**config.mk**
```make
export PLATFORM = sky130hd
export DESIGN_NAME = fg_cfg_dac_if_flat
export DESIGN_NICKNAME = d
export VERILOG_FILES = /design/src/rtl/fg_cfg_dac_if_if.sv /design/src/rtl/fg_cfg_dac_if.sv /design/src/flat_wrapper.sv
export SDC_FILE = /design/constraint.sdc
export NUM_CORES = 1
export LEC_CHECK = 0
export CAP_MARGIN = 30
export CELL_PAD_IN_SITES_DETAIL_PLACEMENT = 1
export CELL_PAD_IN_SITES_GLOBAL_PLACEMENT = 2
export CORE_MARGIN = 2
export CORE_UTILIZATION = 35
export CTS_CLUSTER_DIAMETER = 150
export CTS_CLUSTER_SIZE = 20
export DETAILED_ROUTE_END_ITERATION = 8
export GPL_TIMING_DRIVEN = 0
export PLACE_DENSITY_LB_ADDON = 0.1
export SYNTH_ARGS = -nofsm -noshare
export SYNTH_HDL_FRONTEND = slang
export SYNTH_SLANG_ARGS = --single-unit
export TNS_END_PERCENT = 100
```
**constraint.sdc**
```tcl
create_clock -name clk_i -period 4.54 [get_ports clk_i]
set_clock_uncertainty 0.1 [all_clocks]
set_input_delay 0.681 -clock clk_i [delete_from_list [all_inputs] [get_ports clk_i]]
set_output_delay 0.681 -clock clk_i [all_outputs]
set_load 0.1 [all_outputs]
```
**src/rtl/fg_cfg_dac_if_if.sv**
```systemverilog
// Host register-write bus and generator/DAC strobe signals of the function
// generator configuration front end.
interface fg_cfg_dac_if_if #(
  parameter int NUM_REGS   = 8,
  parameter int REG_WIDTH  = 8,
  parameter int ADDR_WIDTH = 3
) ();
  logic [REG_WIDTH-1:0]          data_i;
  logic [ADDR_WIDTH-1:0]         addr_i;
  logic                          wr_en_async_i;
  logic [NUM_REGS*REG_WIDTH-1:0] cr_bus_o;
  logic                          cr_update_o;
  logic                          addr_err_o;
  logic                          sample_valid_i;
  logic                          dac_wr_n_o;
  logic                          dac_busy_o;
  logic                          overrun_o;

  modport slave (
    input  data_i, addr_i, wr_en_async_i, sample_valid_i,
    output cr_bus_o, cr_update_o, addr_err_o, dac_wr_n_o, dac_busy_o, overrun_o
  );

  modport master (
    output data_i, addr_i, wr_en_async_i, sample_valid_i,
    input  cr_bus_o, cr_update_o, addr_err_o, dac_wr_n_o, dac_busy_o, overrun_o
  );
endinterface

```
**src/rtl/fg_cfg_dac_if.sv**
```systemverilog
// Configuration shadow/active register bank with synchronised host writes, and
// sample-strobe to active-low DAC write pulse converter with a one-deep queue.
module fg_cfg_dac_if #(
  parameter int NUM_REGS    = 8,
  parameter int REG_WIDTH   = 8,
  parameter int ADDR_WIDTH  = 3,
  parameter int SYNC_STAGES = 2,
  parameter int STRB_WIDTH  = 2,
  parameter int STRB_GAP    = 1
) (
  input  logic           clk_i,
  input  logic           rst_i,
  fg_cfg_dac_if_if.slave bus
);
  localparam int CMAX = (STRB_WIDTH > STRB_GAP) ? STRB_WIDTH : STRB_GAP;
  localparam int CW   = $clog2(CMAX + 1);
  localparam logic [CW-1:0]       W_LAST = CW'(STRB_WIDTH - 1);
  localparam logic [CW-1:0]       G_LAST = (STRB_GAP > 0) ? CW'(STRB_GAP - 1) : '0;
  localparam logic [ADDR_WIDTH:0] NREGS  = (ADDR_WIDTH + 1)'(NUM_REGS);

  logic [SYNC_STAGES-1:0] r_sync;
  logic [SYNC_STAGES-1:0] r_prime;
  logic                   r_sync_d;
  logic                   w_sync;
  logic                   w_wr_pulse;
  logic                   w_addr_ok;
  logic                   w_commit;
  logic [REG_WIDTH-1:0]   r_shadow [NUM_REGS];
  logic [REG_WIDTH-1:0]   r_active [NUM_REGS];
  logic [REG_WIDTH-1:0]   w_shadow_nxt [NUM_REGS];
  logic                   r_update;
  logic                   r_addr_err;
  logic [NUM_REGS*REG_WIDTH-1:0] w_cr_bus;

  assign w_sync     = r_sync[SYNC_STAGES-1];
  assign w_wr_pulse = w_sync & ~r_sync_d;
  assign w_addr_ok  = {1'b0, bus.addr_i} < NREGS;
  assign w_commit   = w_wr_pulse & (bus.addr_i == ADDR_WIDTH'(NUM_REGS - 1));

  // History is held high until the synchroniser has filled after reset, so an
  // enable that was already high at reset release is never seen as an edge.
  always_ff @(posedge clk_i) begin
    if (rst_i) begin
      r_sync   <= '0;
      r_prime  <= '0;
      r_sync_d <= 1'b1;
    end else begin
      r_sync   <= {r_sync[SYNC_STAGES-2:0], bus.wr_en_async_i};
      r_prime  <= {r_prime[SYNC_STAGES-2:0], 1'b1};
      r_sync_d <= w_sync | ~r_prime[SYNC_STAGES-1];
    end
  end

  always_comb begin
    for (int i = 0; i < NUM_REGS; i++) begin
      w_shadow_nxt[i] = (w_wr_pulse && bus.addr_i == ADDR_WIDTH'(i)) ? bus.data_i : r_shadow[i];
    end
  end

  always_ff @(posedge clk_i) begin
    if (rst_i) begin
      for (int i = 0; i < NUM_REGS; i++) begin
        r_shadow[i] <= '0;
        r_active[i] <= '0;
      end
      r_update   <= 1'b0;
      r_addr_err <= 1'b0;
    end else begin
      r_shadow <= w_shadow_nxt;
      if (w_commit) r_active <= w_shadow_nxt;
      r_update <= w_commit;
      if (w_wr_pulse && !w_addr_ok) r_addr_err <= 1'b1;
    end
  end

  always_comb begin
    w_cr_bus = '0;
    for (int i = 0; i < NUM_REGS; i++) begin
      w_cr_bus[(NUM_REGS-1-i)*REG_WIDTH +: REG_WIDTH] = r_active[i];
    end
  end

  assign bus.cr_bus_o    = w_cr_bus;
  assign bus.cr_update_o = r_update;
  assign bus.addr_err_o  = r_addr_err;

  typedef enum logic [1:0] {S_IDLE, S_PULSE, S_GAP} state_t;

  state_t          r_state, w_state_nxt;
  logic [CW-1:0]   r_cnt, w_cnt_nxt;
  logic            r_pending, w_pending_nxt;
  logic            r_overrun, w_overrun_nxt;
  logic            r_wr_n;
  logic            w_end;

  always_ff @(posedge clk_i) begin
    if (rst_i) begin
      r_state   <= S_IDLE;
      r_cnt     <= '0;
      r_pending <= 1'b0;
      r_overrun <= 1'b0;
      r_wr_n    <= 1'b1;
    end else begin
      r_state   <= w_state_nxt;
      r_cnt     <= w_cnt_nxt;
      r_pending <= w_pending_nxt;
      r_overrun <= w_overrun_nxt;
      r_wr_n    <= (w_state_nxt != S_PULSE);
    end
  end

  // w_end marks the last cycle of a pulse+gap slot, where a queued or
  // simultaneous sample may start the next pulse back to back.
  always_comb begin
    w_state_nxt   = r_state;
    w_cnt_nxt     = r_cnt;
    w_pending_nxt = r_pending;
    w_overrun_nxt = r_overrun;
    w_end         = 1'b0;
    case (r_state)
      S_IDLE: begin
        if (bus.sample_valid_i) begin
          w_state_nxt = S_PULSE;
          w_cnt_nxt   = '0;
        end
      end
      S_PULSE: begin
        if (r_cnt == W_LAST) begin
          w_cnt_nxt = '0;
          if (STRB_GAP > 0) w_state_nxt = S_GAP;
          else              w_end       = 1'b1;
        end else begin
          w_cnt_nxt = r_cnt + CW'(1);
        end
      end
      S_GAP: begin
        if (r_cnt == G_LAST) begin
          w_cnt_nxt = '0;
          w_end     = 1'b1;
        end else begin
          w_cnt_nxt = r_cnt + CW'(1);
        end
      end
      default: w_state_nxt = S_IDLE;
    endcase

    if (w_end) w_state_nxt = (r_pending || bus.sample_valid_i) ? S_PULSE : S_IDLE;

    if (r_state != S_IDLE && bus.sample_valid_i) begin
      if (!w_end) begin
        if (r_pending) w_overrun_nxt = 1'b1;
        w_pending_nxt = 1'b1;
      end
    end else if (w_end) begin
      w_pending_nxt = 1'b0;
    end
  end

  assign bus.dac_wr_n_o = r_wr_n;
  assign bus.dac_busy_o = (r_state != S_IDLE) | r_pending;
  assign bus.overrun_o  = r_overrun;
endmodule
```
**src/flat_wrapper.sv**
```systemverilog
// flat-port wrapper written by rule: the top's interface ports become plain ports
module fg_cfg_dac_if_flat 
#(
  parameter int NUM_REGS    = 8,
  parameter int REG_WIDTH   = 8,
  parameter int ADDR_WIDTH  = 3,
  parameter int SYNC_STAGES = 2,
  parameter int STRB_WIDTH  = 2,
  parameter int STRB_GAP    = 1
)
  (clk_i, rst_i, bus_data_i, bus_addr_i, bus_wr_en_async_i, bus_sample_valid_i, bus_cr_bus_o, bus_cr_update_o, bus_addr_err_o, bus_dac_wr_n_o, bus_dac_busy_o, bus_overrun_o);
  fg_cfg_dac_if_if #(.NUM_REGS(NUM_REGS), .REG_WIDTH(REG_WIDTH), .ADDR_WIDTH(ADDR_WIDTH)) bus_i ();
  input  logic clk_i;
  input  logic rst_i;
  input wire logic [$bits(bus_i.data_i)-1:0] bus_data_i;
  input wire logic [$bits(bus_i.addr_i)-1:0] bus_addr_i;
  input wire logic [$bits(bus_i.wr_en_async_i)-1:0] bus_wr_en_async_i;
  input wire logic [$bits(bus_i.sample_valid_i)-1:0] bus_sample_valid_i;
  output wire logic [$bits(bus_i.cr_bus_o)-1:0] bus_cr_bus_o;
  output wire logic [$bits(bus_i.cr_update_o)-1:0] bus_cr_update_o;
  output wire logic [$bits(bus_i.addr_err_o)-1:0] bus_addr_err_o;
  output wire logic [$bits(bus_i.dac_wr_n_o)-1:0] bus_dac_wr_n_o;
  output wire logic [$bits(bus_i.dac_busy_o)-1:0] bus_dac_busy_o;
  output wire logic [$bits(bus_i.overrun_o)-1:0] bus_overrun_o;
  assign bus_i.data_i = bus_data_i;
  assign bus_i.addr_i = bus_addr_i;
  assign bus_i.wr_en_async_i = bus_wr_en_async_i;
  assign bus_i.sample_valid_i = bus_sample_valid_i;
  assign bus_cr_bus_o = bus_i.cr_bus_o;
  assign bus_cr_update_o = bus_i.cr_update_o;
  assign bus_addr_err_o = bus_i.addr_err_o;
  assign bus_dac_wr_n_o = bus_i.dac_wr_n_o;
  assign bus_dac_busy_o = bus_i.dac_busy_o;
  assign bus_overrun_o = bus_i.overrun_o;
  fg_cfg_dac_if #(.NUM_REGS(NUM_REGS), .REG_WIDTH(REG_WIDTH), .ADDR_WIDTH(ADDR_WIDTH), .SYNC_STAGES(SYNC_STAGES), .STRB_WIDTH(STRB_WIDTH), .STRB_GAP(STRB_GAP)) u_core (.clk_i(clk_i), .rst_i(rst_i), .bus(bus_i));
endmodule
```
==> impl_metrics.toml <==
[detailed_routing]
drt_pass1_iterations = 4
avgRoutedWirePerCell_microns = 17.2
ant_nets = 0
route.final.wire_length_microns = 12400
detailedRoute.firstIterationViolations = 181
routed-via-count = 3519
drcViolationCount = 0
average_vias_per_placed_instance = 4.89

[die]
io_pins = 84
rows = 42
die_area_sq_mm = 0.0144
die_w_microns = 120
coreArea_sq_mm = 0.0132
floorplan.initialDensity_pct = 35.7
die_h_microns = 120

[yosys]
synth.lib_cells_used.distinct = 29
ys_seq_elements = 133
avgSynthCellArea_sq_um = 10.8
register_area_share_after_synthesis_pct = 56.6
netlist_area_sq_mm = 0.00470
syn-instance-count = 437
ys_warn_count = 0
synthesis.nets = 462

[clock_tree]
worst_skew_pair_latency_ps = 420
cts_hold_buffers = 0
cts.repair_timing.setup_buffer_count = 0
cts_tree = "yes"
cts-htree-levels = 4
cts-buffers-inserted = 17
post_cts_resized = 0
cts_max_path_buffers = 2
cts.sinks = 133
clock-root-buffer = "sky130_fd_sc_hd__clkbuf_16"
worst_setup_hold_path_clk_slew_ps = 60

[global_routing]
grt_pass1_vias = 3632
grt_util_met2_pct = 28.9
grt_util_all_layers_pct = 18.2
met1_resource_use_gr_pct = 23.3
met3_capacity_usage_during_global_routing_pct = 5.89
busiest_layer = "met2"
grt-ovfl-total = 0
grt_pass1_wl_microns = 19800
grt_antenna_before_repair = 0
grt_max_degree = 17

[placement]
portBuffers = 74
routabilityCongestion = 0.785
place_hpwl_microns = 8210
placement.cell_area_sq_mm = 0.00566

[critical_path]
cp_num_buf_inv = 2
reg2reg_slack_ps = 2850
worst_reg2reg_path_endpoint = "u_core.r_shadow[42]"
crit_required_ps = 3760
setup.worst_path.end_class = "output pin"
worst_r2r_path_depth = 6
cpPeakStageDelay_ps = 1120
timing.critical_path.depth = 4
cell_breakdown_of_the_critical_path = "inv_1, ha_1, nand2b_1, clkdlybuf4s50_1"
r2r_start = "u_core.r_sync[1]"
critical_path.endpoint = "bus_dac_busy_o"
worstSetupStartpoint = "u_core.r_state[0]"
arrival_ps = 2390
crit_fanout = 5
cell_with_the_largest_stage_delay_on_the_worst_path = "sky130_fd_sc_hd__clkdlybuf4s50_1"
crit_family = "buffers and inverters"
critPathKind = "flop to output pin"
worst_setup_path_start_kind = "flop"

[timing]
final_min_period_over_clock_period_pct = 69.8
final-hold-violation-count = 0
max_clock_freq_mhz = 316
slew_viol_final = 0
worst_slew_pin_slew_ps = 991
setup-violations-final = 0
max-slew-margin-rel_pct = 33.8
setup_tns_ps = 0
min_period_ps = 3170
fin_hold_ws_ps = 288
rsz0062_at_grt = "no"

[final_layout]
layout-drive-gt1-share_pct = 10.9
multi_input_area_sq_mm = 0.00181
mostFrequentLayoutCell = "sky130_fd_sc_hd__dfxtp_1"
filler_instances = 1404
insertedDiodeCount = 0
area_growth_syn_to_layout_pct = 33.8
sequential_cell_area_sq_mm = 0.00266
layout_common_cells = "sky130_fd_sc_hd__dfxtp_1, sky130_fd_sc_hd__clkdlybuf4s50_1, sky130_fd_sc_hd__a22o_1"
fin_nets = 555
fin_area_sq_mm = 0.00629

[power_and_ir_drop]
cellLeakagePower_nw = 2.49
power_per_cell_area_mw_per_mm2 = 435
worst_ir_drop_vdd_mv = 0.233

[worst_hold_path]
min_delay_path_depth = 1
holdCritPathClass = "flop to flop"

[flow_run]
max_cap_viols = 0

[run_status]
status = "completed"
routing by layer:
layer	vias up	wire length (microns)
met4	0	182
met2	83	5710
met3	20	555
met1	1720	5910
li1	1696	-
met5	-	0
kinds of logic after synthesis:
logic type	after synthesis	share of synthesized area, %
muxes	49	10.4
DFF	133	56.6
buffers and inverters	45	5.00
and+or+nand+nor	115	11.5
AOI/OAI and AO/OA	84	13.7
other	1	0.0797
adders and majority gates	10	2.66
sequential cells by signal, summed over array words and instances (netlist names):
signal / cells
u_core.r_prime: 2
u_core.bus.cr_bus_o: 64
u_core.r_cnt: 2
u_core.bus.overrun_o: 1
u_core.r_pending: 1
u_core.bus.dac_wr_n_o: 1
u_core.r_sync_d: 1
u_core.bus.cr_update_o: 1
u_core.r_sync: 2
u_core.r_state: 2
u_core.r_shadow: 56
stage by stage:
stage	std cells	worst slack (ps)	utilization, %	total power, mW
detailed placement	687	1800	42.9	1.30
CTS	719	1340	47.7	2.76
floorplan	437	2380	-	1.27
global route	719	1280	47.7	2.82
global placement	687	1810	42.9	1.30
finish	719	1370	47.7	2.74
how the worst min path moves through the flow:
stage,startpoint,endpoint,slack [ps]
3_3_place_gp,u_core.r_prime[1],u_core.r_sync_d,270
6_report,u_core.r_prime[1],u_core.r_sync_d,290
5_1_grt,u_core.r_prime[1],u_core.r_sync_d,300
3_5_place_dp,u_core.r_prime[1],u_core.r_sync_d,280
2_1_floorplan,u_core.r_prime[1],u_core.r_sync_d,270
4_1_cts,u_core.r_prime[1],u_core.r_sync_d,300
where the power goes:
part | total [mW] | switching (mW) | internal, mW
clock | 1.46 | 0.538 | 0.922
sequential | 1.18 | 0.00315 | 1.17
combinational | 0.101 | 0.0736 | 0.0275
total | 2.74 | 0.615 | 2.12
synthesized netlist by cell type:
| cell type | instances | area (sq um) |
|---|---|---|
| sky130_fd_sc_hd__nand3b_4 | 1 | 20.0 |
| sky130_fd_sc_hd__clkbuf_1 | 19 | 71.3 |
| sky130_fd_sc_hd__buf_4 | 4 | 30.0 |
| sky130_fd_sc_hd__nand2b_1 | 4 | 25.0 |
| sky130_fd_sc_hd__or2_2 | 1 | 6.26 |
| sky130_fd_sc_hd__nor2_2 | 1 | 6.26 |
| sky130_fd_sc_hd__a21oi_1 | 22 | 110 |
| sky130_fd_sc_hd__nor3b_1 | 2 | 15.0 |
| sky130_fd_sc_hd__nor2_4 | 1 | 11.3 |
| sky130_fd_sc_hd__nor3_2 | 1 | 10.0 |
| sky130_fd_sc_hd__nand2_1 | 29 | 109 |
| sky130_fd_sc_hd__buf_2 | 11 | 55.1 |
| sky130_fd_sc_hd__nor3b_2 | 1 | 12.5 |
| sky130_fd_sc_hd__o211ai_1 | 1 | 7.51 |
| sky130_fd_sc_hd__mux2i_1 | 49 | 490 |
| sky130_fd_sc_hd__nand3_1 | 10 | 50.1 |
| sky130_fd_sc_hd__ha_1 | 10 | 125 |
| sky130_fd_sc_hd__inv_1 | 6 | 22.5 |
| sky130_fd_sc_hd__dfxtp_1 | 133 | 2660 |
| sky130_fd_sc_hd__nor2_1 | 52 | 195 |
| sky130_fd_sc_hd__nor2b_1 | 7 | 43.8 |
| sky130_fd_sc_hd__nand3b_1 | 4 | 30.0 |
| sky130_fd_sc_hd__conb_1 | 1 | 3.75 |
| sky130_fd_sc_hd__o21ai_0 | 1 | 5.00 |
| sky130_fd_sc_hd__nand2_2 | 1 | 6.26 |
| sky130_fd_sc_hd__o311ai_0 | 1 | 8.76 |
| sky130_fd_sc_hd__buf_6 | 5 | 56.3 |
| sky130_fd_sc_hd__a31oi_1 | 1 | 6.26 |
| sky130_fd_sc_hd__a22o_1 | 58 | 508 |
area by class of cell:
class                           instances  share of cell area [%]
Clock inverter                         15                    3.24
Inverter                                6                   0.358
Buffer                                 39                    3.38
Sequential cell                       133                    42.3
Tap cell                              176                    3.50
Timing Repair Buffer                   74                    11.8
Multi-Input combinational cell        259                    28.7
Clock buffer                           17                    6.76
No activity file was read; power rests on OpenSTA's default activity.
